`src/rtl/dmem_arbiter_pkg.sv`:
```
// Shared definitions for the data-memory arbiter.
// - owner_t: who holds the memory across clock edges (nobody, or a DMA burst).
// - Default values for the starvation limit and the maximum DMA burst length.
package dmem_arbiter_pkg;

    typedef enum logic {
        OWN_NONE = 1'b0,
        OWN_DMA  = 1'b1
    } owner_t;

    localparam int DEF_STARVE_LIMIT = 8;
    localparam int DEF_BURST_MAX    = 16;

endpackage

```
`src/rtl/dmem_arbiter.sv`:
```
// Data-memory arbiter: shares one data memory (combinational read, write on
// the clk edge) between the pipeline memory stage (cpu_*) and a DMA/loader
// port (dma_*).
// The CPU has priority. A starvation counter forces one DMA beat in after
// STARVE_LIMIT consecutive CPU grants while DMA is waiting. Once a DMA beat is
// granted, DMA keeps the memory for up to BURST_MAX beats, or until dma_last.
//
// Ports:
//   clk, rst            clock; asynchronous active-low reset
//   cpu_req/we/addr/wdata   memory-stage access request
//   cpu_rdata           load data (straight from the memory)
//   cpu_stall           CPU request not granted this cycle
//   dma_req/we/addr/wdata/last  DMA beat request
//   dma_gnt             DMA beat accepted this cycle
//   dma_rdata/rvalid    registered DMA read data, valid for one cycle
//   mem_a/wd/we, mem_rd memory interface
module dmem_arbiter
    import dmem_arbiter_pkg::*;
#(
    parameter int AW           = 32,
    parameter int DW           = 32,
    parameter int STARVE_LIMIT = DEF_STARVE_LIMIT,
    parameter int BURST_MAX    = DEF_BURST_MAX
) (
    input  logic          clk,
    input  logic          rst,
    input  logic          cpu_req,
    input  logic          cpu_we,
    input  logic [AW-1:0] cpu_addr,
    input  logic [DW-1:0] cpu_wdata,
    output logic [DW-1:0] cpu_rdata,
    output logic          cpu_stall,
    input  logic          dma_req,
    input  logic          dma_we,
    input  logic [AW-1:0] dma_addr,
    input  logic [DW-1:0] dma_wdata,
    input  logic          dma_last,
    output logic          dma_gnt,
    output logic [DW-1:0] dma_rdata,
    output logic          dma_rvalid,
    output logic [AW-1:0] mem_a,
    output logic [DW-1:0] mem_wd,
    output logic          mem_we,
    input  logic [DW-1:0] mem_rd
);

    localparam int BW = $clog2(BURST_MAX + 1);
    localparam int SW = $clog2(STARVE_LIMIT + 1);

    owner_t        own_reg,        own_next;
    logic [BW-1:0] beat_cnt_reg,   beat_cnt_next;
    logic [SW-1:0] starve_cnt_reg, starve_cnt_next;
    logic [DW-1:0] dma_rdata_reg,  dma_rdata_next;
    logic          dma_rvalid_reg, dma_rvalid_next;

    logic cpu_grant;
    logic dma_grant;
    logic starved;
    logic beat_at_max;

    assign starved     = (starve_cnt_reg == SW'(STARVE_LIMIT));
    assign beat_at_max = (beat_cnt_reg == BW'(BURST_MAX - 1));

    // Grant decision. Everything is gated by rst so that, while reset is
    // held, nothing is granted, no write reaches the memory and any CPU
    // request shows up as a stall.
    always_comb begin
        cpu_grant = 1'b0;
        dma_grant = 1'b0;
        if (rst) begin
            if (own_reg == OWN_DMA && dma_req) begin
                dma_grant = 1'b1;                 // burst continuation
            end else if (cpu_req && !(dma_req && starved)) begin
                cpu_grant = 1'b1;
            end else if (dma_req) begin
                dma_grant = 1'b1;                 // idle memory or starvation
            end
        end
    end

    assign cpu_stall = cpu_req & ~cpu_grant;
    assign dma_gnt   = dma_grant;

    // The CPU side is the default path of the mux; its write only counts
    // when it actually holds the grant.
    always_comb begin
        mem_a  = cpu_addr;
        mem_wd = cpu_wdata;
        mem_we = cpu_we & cpu_grant;
        if (dma_grant) begin
            mem_a  = dma_addr;
            mem_wd = dma_wdata;
            mem_we = dma_we;
        end
    end

    assign cpu_rdata  = mem_rd;
    assign dma_rdata  = dma_rdata_reg;
    assign dma_rvalid = dma_rvalid_reg;

    always_comb begin
        own_next        = own_reg;
        beat_cnt_next   = beat_cnt_reg;
        starve_cnt_next = starve_cnt_reg;
        dma_rdata_next  = dma_rdata_reg;
        dma_rvalid_next = 1'b0;
        if (dma_grant) begin
            // Ownership ends on the last beat or when the burst cap is hit;
            // the next beat then competes with the CPU again.
            if (dma_last || beat_at_max) begin
                own_next      = OWN_NONE;
                beat_cnt_next = '0;
            end else begin
                own_next      = OWN_DMA;
                beat_cnt_next = beat_cnt_reg + BW'(1);
            end
            starve_cnt_next = '0;
            if (!dma_we) begin
                dma_rdata_next  = mem_rd;
                dma_rvalid_next = 1'b1;
            end
        end else begin
            if (dma_req && cpu_grant && !starved) begin
                starve_cnt_next = starve_cnt_reg + SW'(1);
            end
            if (!dma_req) begin
                starve_cnt_next = '0;
            end
            // Requester went away mid-burst: give the memory back.
            if (own_reg == OWN_DMA && !dma_req) begin
                own_next      = OWN_NONE;
                beat_cnt_next = '0;
            end
        end
    end

    always_ff @(posedge clk or negedge rst) begin
        if (!rst) begin
            own_reg        <= OWN_NONE;
            beat_cnt_reg   <= '0;
            starve_cnt_reg <= '0;
            dma_rdata_reg  <= '0;
            dma_rvalid_reg <= 1'b0;
        end else begin
            own_reg        <= own_next;
            beat_cnt_reg   <= beat_cnt_next;
            starve_cnt_reg <= starve_cnt_next;
            dma_rdata_reg  <= dma_rdata_next;
            dma_rvalid_reg <= dma_rvalid_next;
        end
    end

endmodule
```
`config.mk`:
```
export PLATFORM = sky130hd
export DESIGN_NAME = dmem_arbiter
export DESIGN_NICKNAME = d
export VERILOG_FILES = /design/src/rtl/dmem_arbiter_pkg.sv /design/src/rtl/dmem_arbiter.sv
export SDC_FILE = /design/constraint.sdc
export NUM_CORES = 1
export LEC_CHECK = 0
export BUFFER_PORTS_ARGS = -buffer_cell sky130_fd_sc_hd__buf_2
export CORE_AREA = 4 4 115 117
export CTS_BUF_LIST = sky130_fd_sc_hd__clkbuf_4
export DETAILED_ROUTE_END_ITERATION = 16
export DIE_AREA = 0 0 119 121
export PLACE_DENSITY = 0.68
export SLEW_MARGIN = 5
export SYNTH_ARGS = -nofsm -noshare
export SYNTH_HDL_FRONTEND = slang
export SYNTH_SLANG_ARGS = --single-unit
```
`constraint.sdc`:
```
create_clock -name clk -period 2.35 [get_ports clk]
set_input_delay 0.235 -clock clk [delete_from_list [all_inputs] [get_ports clk]]
set_output_delay 0.235 -clock clk [all_outputs]
set_load 0.01 [all_outputs]
```
; ---- Word level (Yosys, flattened, before mapping)
; Index checks and enable logic that the tools add are counted.
[op_classes]
add_sub_neg = 2
n_eq_ne = 3
n_mux = 21
bitwise = 4
reduce_logical = 12
[op_table]
columns = op, n
row1 = two-way mux 32 bit, 2
row2 = two-way mux 5 bit, 3
row3 = two-way mux 1 bit, 13
row4 = two-way mux 4 bit, 3
row5 = logical AND 1 bit, 6
row6 = "adder 5 x 1 -> 5 bit, second input constant", 1
row7 = "equality test 5 x 4 -> 1 bit, second input constant", 1
row8 = "adder 4 x 1 -> 4 bit, second input constant", 1
row9 = "equality test 4 bit, second input constant", 1
row10 = zero test 1 bit, 3
row11 = "!= test 3 x 1 -> 1 bit, second input constant", 1
row12 = AND 1 bit, 2
row13 = inverter 1 bit, 2
row14 = AND reduction 2 bit, 1
row15 = nonzero test 2 bit, 1
row16 = logical OR 1 bit, 1
[word_totals]
reg_bits = 43

; ---- Longest topological paths before layout
[logic_depth]
depth_word = 12
ltp_mapped = 7
depth_no_buf = 6

; ---- Worst setup path before layout
; No wires, ideal clock.
[synth_timing]
path_kind = register -> output
startpoint = reg starve_cnt_reg[0]
endpoint = out mem_a[0]
arrival_ns = 1.659
t_required_ns = 2.115
setup_slack_ns = 0.456
path_stages_with_launch = 8
n_path_buf = 2
cell_sequence = dfrtp_1 -> inv_1 -> ha_1 -> nand3b_4 -> a21oi_2 -> buf_4 -> buf_4 -> mux2_2
[synth_via]
elab_chain_len = 8
[synth_lines]
columns = element, line_no
row1 = "start, declared", dmem_arbiter.sv:52  ; logic [SW-1:0] starve_cnt_reg, starve_cnt_next;
row2 = "start signal, assigned", dmem_arbiter.sv:147  ; starve_cnt_reg <= starve_cnt_next;
row3 = equality test 4 bit, dmem_arbiter.sv:61  ; assign starved = (starve_cnt_reg == SW'(STARVE_LIMIT));
row4 = logical AND 1 bit, dmem_arbiter.sv:73  ; end else if (cpu_req && !(dma_req && starved)) begin
row5 = zero test 1 bit, dmem_arbiter.sv:73
row6 = logical AND 1 bit, dmem_arbiter.sv:73
row7 = two-way mux 1 bit, dmem_arbiter.sv:73
row8 = two-way mux 1 bit, dmem_arbiter.sv:71  ; if (own_reg == OWN_DMA && dma_req) begin
row9 = two-way mux 1 bit, dmem_arbiter.sv:70  ; if (rst) begin
row10 = two-way mux 32 bit, dmem_arbiter.sv:90  ; if (dma_grant) begin
row11 = "end, declared", dmem_arbiter.sv:41  ; output logic [AW-1:0] mem_a,
; Every way passes these cells.

; ---- Final worst setup path
[layout_timing]
startpoint = reg starve_cnt_reg[0]
endpoint = out mem_wd[11]
[layout_via]
elab_chain_len = 8
[layout_lines]
columns = element, line_no
row1 = equality test 4 bit, dmem_arbiter.sv:61
row2 = logical AND 1 bit, dmem_arbiter.sv:73
row3 = zero test 1 bit, dmem_arbiter.sv:73
row4 = logical AND 1 bit, dmem_arbiter.sv:73
row5 = two-way mux 1 bit, dmem_arbiter.sv:73
row6 = two-way mux 1 bit, dmem_arbiter.sv:71
row7 = two-way mux 1 bit, dmem_arbiter.sv:70
row8 = two-way mux 32 bit, dmem_arbiter.sv:90
row9 = "end, declared", dmem_arbiter.sv:42  ; output logic [DW-1:0] mem_wd,
; Every way passes these cells.

==> impl_metrics.yaml <==
power:
  power.switching_fraction: 0.328
  vdd_ir_drop_max_uv: 327
  p_switching_uw: 725
  pwr-share-comb: 0.416
  power.share.sequential: 0.434
  clock_power_share: 0.150
  fin_total_pwr_uw: 2210
  p_int_uw: 1490
  power_per_cell_area_mw_per_mm2: 474
  leakagePower_uw: 0.00241
critical_path:
  worst_r2r_endpoint: "dma_rdata[28]$_DFFE_PN0P_"
  critical_path.slowest_cell: "sky130_fd_sc_hd__dfrtp_1"
  timing.critical_path.fanout_max: 20
  worst_path_dominant_cell_family: "buffers and inverters"
  r2r_slack_ps: 470
  worst_setup_path_class: "flip-flop to output port"
  critical-path-max-stage-delay_ps: 420
  reg2reg_depth: 7
  startpoint_class: "flip-flop"
  timing.critical_path.to_type: "output port"
  critPathRequiredTime_ps: 2120
  path_cells: "inv_2, ha_4, nand3b_4, a21oi_4, buf_4, buf_12, mux2_2, buf_2"
  cp.arrival_ps: 2100
  critical_path_buf_inv_count: 4
  regToRegStartpoint: "starve_cnt_reg[0]$_DFFE_PN0P_"
floorplanning:
  die_x_um: 119
  num_rows: 41
  dieHeight_um: 121
  floorplan.io_pins: 299
  floorplan.initialDensity: 0.236
  die-area_mm2: 0.0144
  core_mm2: 0.0124
cts:
  clock_transition_at_the_register_clock_pins_on_the_worst_setup_and_hold_paths_after_cts_ps: 130
  cts_tree: "done"
  clock_latency_ps: 340
  cts_num_sinks: 43
  cts-root-to-sink-buffers: 2
  cts_root_buf: "sky130_fd_sc_hd__clkbuf_4"
  cts-buffers-inserted: 5
  ctsHtreeMaxLevel: 2
cells_and_area:
  regArea_mm2: 0.00108
  multi_input_area_mm2: 0.00152
  final_net_count: 693
  final_cell_mix: "sky130_fd_sc_hd__buf_2, sky130_fd_sc_hd__mux2_2, sky130_fd_sc_hd__dfrtp_1, sky130_fd_sc_hd__buf_6, sky130_fd_sc_hd__mux2_1"
  largest_register_ffs: 32
  drive_gt1_frac: 0.797
  fillers: 1201
  layoutNonFillerInstCount: 693
  area_growth_pct: 60.5
  final_area_mm2: 0.00467
  num_antenna_cells: 0
  final_common_cell: "sky130_fd_sc_hd__buf_2"
route:
  remaining_drc_errors: 0
  dr_vias: 3075
  wl_mm: 11.5
  detail-route-antenna-nets: 0
  dr.pass1.iters: 4
  post_drt_via_cell_ratio: 4.44
  detail_route.wl_per_cell_um: 16.6
  drt_first_iter_violations: 156
placement:
  port_buffers: 298
  gp_congestion: 0.905
  preCtsSetupSlack_ps: 109
  dpl-instance-area_mm2: 0.00437
  dp.cells: 674
  place_hpwl_mm: 9.38
sta:
  unrepaired_setup_endpoints_after_global_routing: "true"
  fmax_ghz: 0.429
  slew_viol_final: 0
  hold_violations: 0
  max_slew_margin: 0.682
  max_slew.worst_pin.slew_ps: 476
  timing.final.crit_share: 0.992
  final.setup.tns_ps: 0
  final.min_clock_period_ps: 2330
  finalSetupViolations: 0
  layout_setup_ws_ps: 19.7
  finalClockSkew_ps: 13.6
status:
  outcome: "finished, final reports clean"
grt:
  global_route.overflow_total: 0
  grt_pass1_vias: 3163
  antenna_found_initial: 2
  grt_first_pass_wirelength_mm: 16.6
  grtUsageTotal: 0.145
  pin_count_of_the_biggest_net_entering_global_routing: 34
synth:
  netlist_instances: 242
  post_synth_num_cell_types: 36
  net_count_synth: 413
  syn-mean-instance-area_um2: 12.0
  synth_seq_cells: 43
  netlist_area_mm2: 0.00291
  synthesis.yosys.warnings: 0
  sequential_element_share_of_the_synthesized_area: 0.370
flow_run:
  maxCapViolCount: 0
hold_path:
  worst_hold_path_type: "input pin to flip-flop"
  timing.hold.worst_endpoint: "dma_rdata[2]$_DFFE_PN0P_"
  hp-start: "mem_rd[2]"
  worstHoldPathCells: 2
==> worst max-delay path by stage <==
stage                                  startpoint          to  slack (ps)  cells past startpoint
finish              starve_cnt_reg[0]$_DFFE_PN0P_  mem_wd[11]          20                      8
global route        starve_cnt_reg[0]$_DFFE_PN0P_  mem_wd[12]         -50                      8
CTS                 starve_cnt_reg[0]$_DFFE_PN0P_  mem_wd[22]          -6                      9
detailed placement  starve_cnt_reg[0]$_DFFE_PN0P_  mem_wd[31]         110                      7
global placement    starve_cnt_reg[0]$_DFFE_PN0P_  mem_wd[31]         170                      7
floorplan           starve_cnt_reg[0]$_DFFE_PN0P_    mem_a[0]         460                      7
==> power groups by stage <==
stage                     combinational [uW]  clock [uW]  sequential, uW
after global placement                   860           0             968
final                                    921         332             961
after CTS                                928         351             963
after floorplan                          386           0            1030
after global routing                     999         378             983
after detailed placement                 874           0             975
==> kinds of logic (layout without fill, tap and decap cells) <==
kind of cell               count (synthesis)  in the layout  share of synthesized area
xor gates and xnor gates                   1              1                    0.00301
DFF                                       43             43                      0.370
and+or+nand+nor                           22             22                     0.0524
buffers and inverters                     53            332                      0.125
adders and majority gates                  4              4                     0.0172
muxes                                     97             97                      0.375
AOI/OAI and AO/OA                         22             22                     0.0585
==> worst reg2reg max path, cell delays in order, from the launching register on <==
cell	delay, ps
sky130_fd_sc_hd__dfrtp_1	420
sky130_fd_sc_hd__inv_2	80
sky130_fd_sc_hd__ha_4	140
sky130_fd_sc_hd__nand3b_4	90
sky130_fd_sc_hd__buf_4	170
sky130_fd_sc_hd__a211oi_4	260
sky130_fd_sc_hd__buf_12	240
sky130_fd_sc_hd__mux2_2	390
==> synthesized netlist by cell type (all sizes together) <==
cell / instances / share of area
dfrtp: 43 / 0.37
nor2b: 1 / 0.0022
a21oi: 2 / 0.0047
mux2i: 1 / 0.0034
and2: 2 / 0.0043
and3b: 1 / 0.0030
nor2: 1 / 0.0013
a211oi: 6 / 0.020
nand2b: 2 / 0.0043
a22o: 1 / 0.0030
nand3b: 2 / 0.0095
and3: 1 / 0.0022
mux2: 96 / 0.37
buf: 42 / 0.11
xnor2: 1 / 0.0030
clkbuf: 2 / 0.0026
o221ai: 1 / 0.0030
or4: 1 / 0.0026
nand2: 3 / 0.0039
nand4: 3 / 0.0064
ha: 4 / 0.017
o21ai: 2 / 0.0034
o31ai: 5 / 0.013
inv: 9 / 0.012
and4bb: 1 / 0.0043
and2b: 1 / 0.0034
o22ai: 3 / 0.0064
a22oi: 1 / 0.0026
a21boi: 1 / 0.0026
nand3: 3 / 0.0052
==> per-layer routing <==
layer,routed length (um),share of wire,GRT usage,up-vias
met5,34,0.0030,0,-
met4,238,0.021,0.0406,4
met3,1150,0.10,0.0471,26
met2,5900,0.51,0.260,195
met1,4170,0.36,0.164,1448
li1,-,-,-,1402
==> per-stage QoR <==
step	utilization	hold slack (ps)
after CTS	0.377	99.5
final	0.378	118
after detailed placement	0.353	295
after global placement	0.353	292
after global routing	0.378	98.9
after floorplan	-	-60.6
==> final cells by class <==
type                            instances  area share
Timing Repair Buffer                  317       0.382
Multi-Input combinational cell        146       0.325
Sequential cell                        43       0.230
Tap cell                              172      0.0461
Clock buffer                            5     0.00803
Inverter                                9     0.00723
Clock inverter                          1     0.00161
==> what timing repair did <==
item,CTS,global route
cloned,2,0
setup buffers,10,1
gates resized for setup,19,8
hold buffers,1,0
endpoints found under the hold margin,17,0
pin swaps,2,1
endpoints found under the setup margin,60,58
No activity file was read; power rests on OpenSTA's default activity.
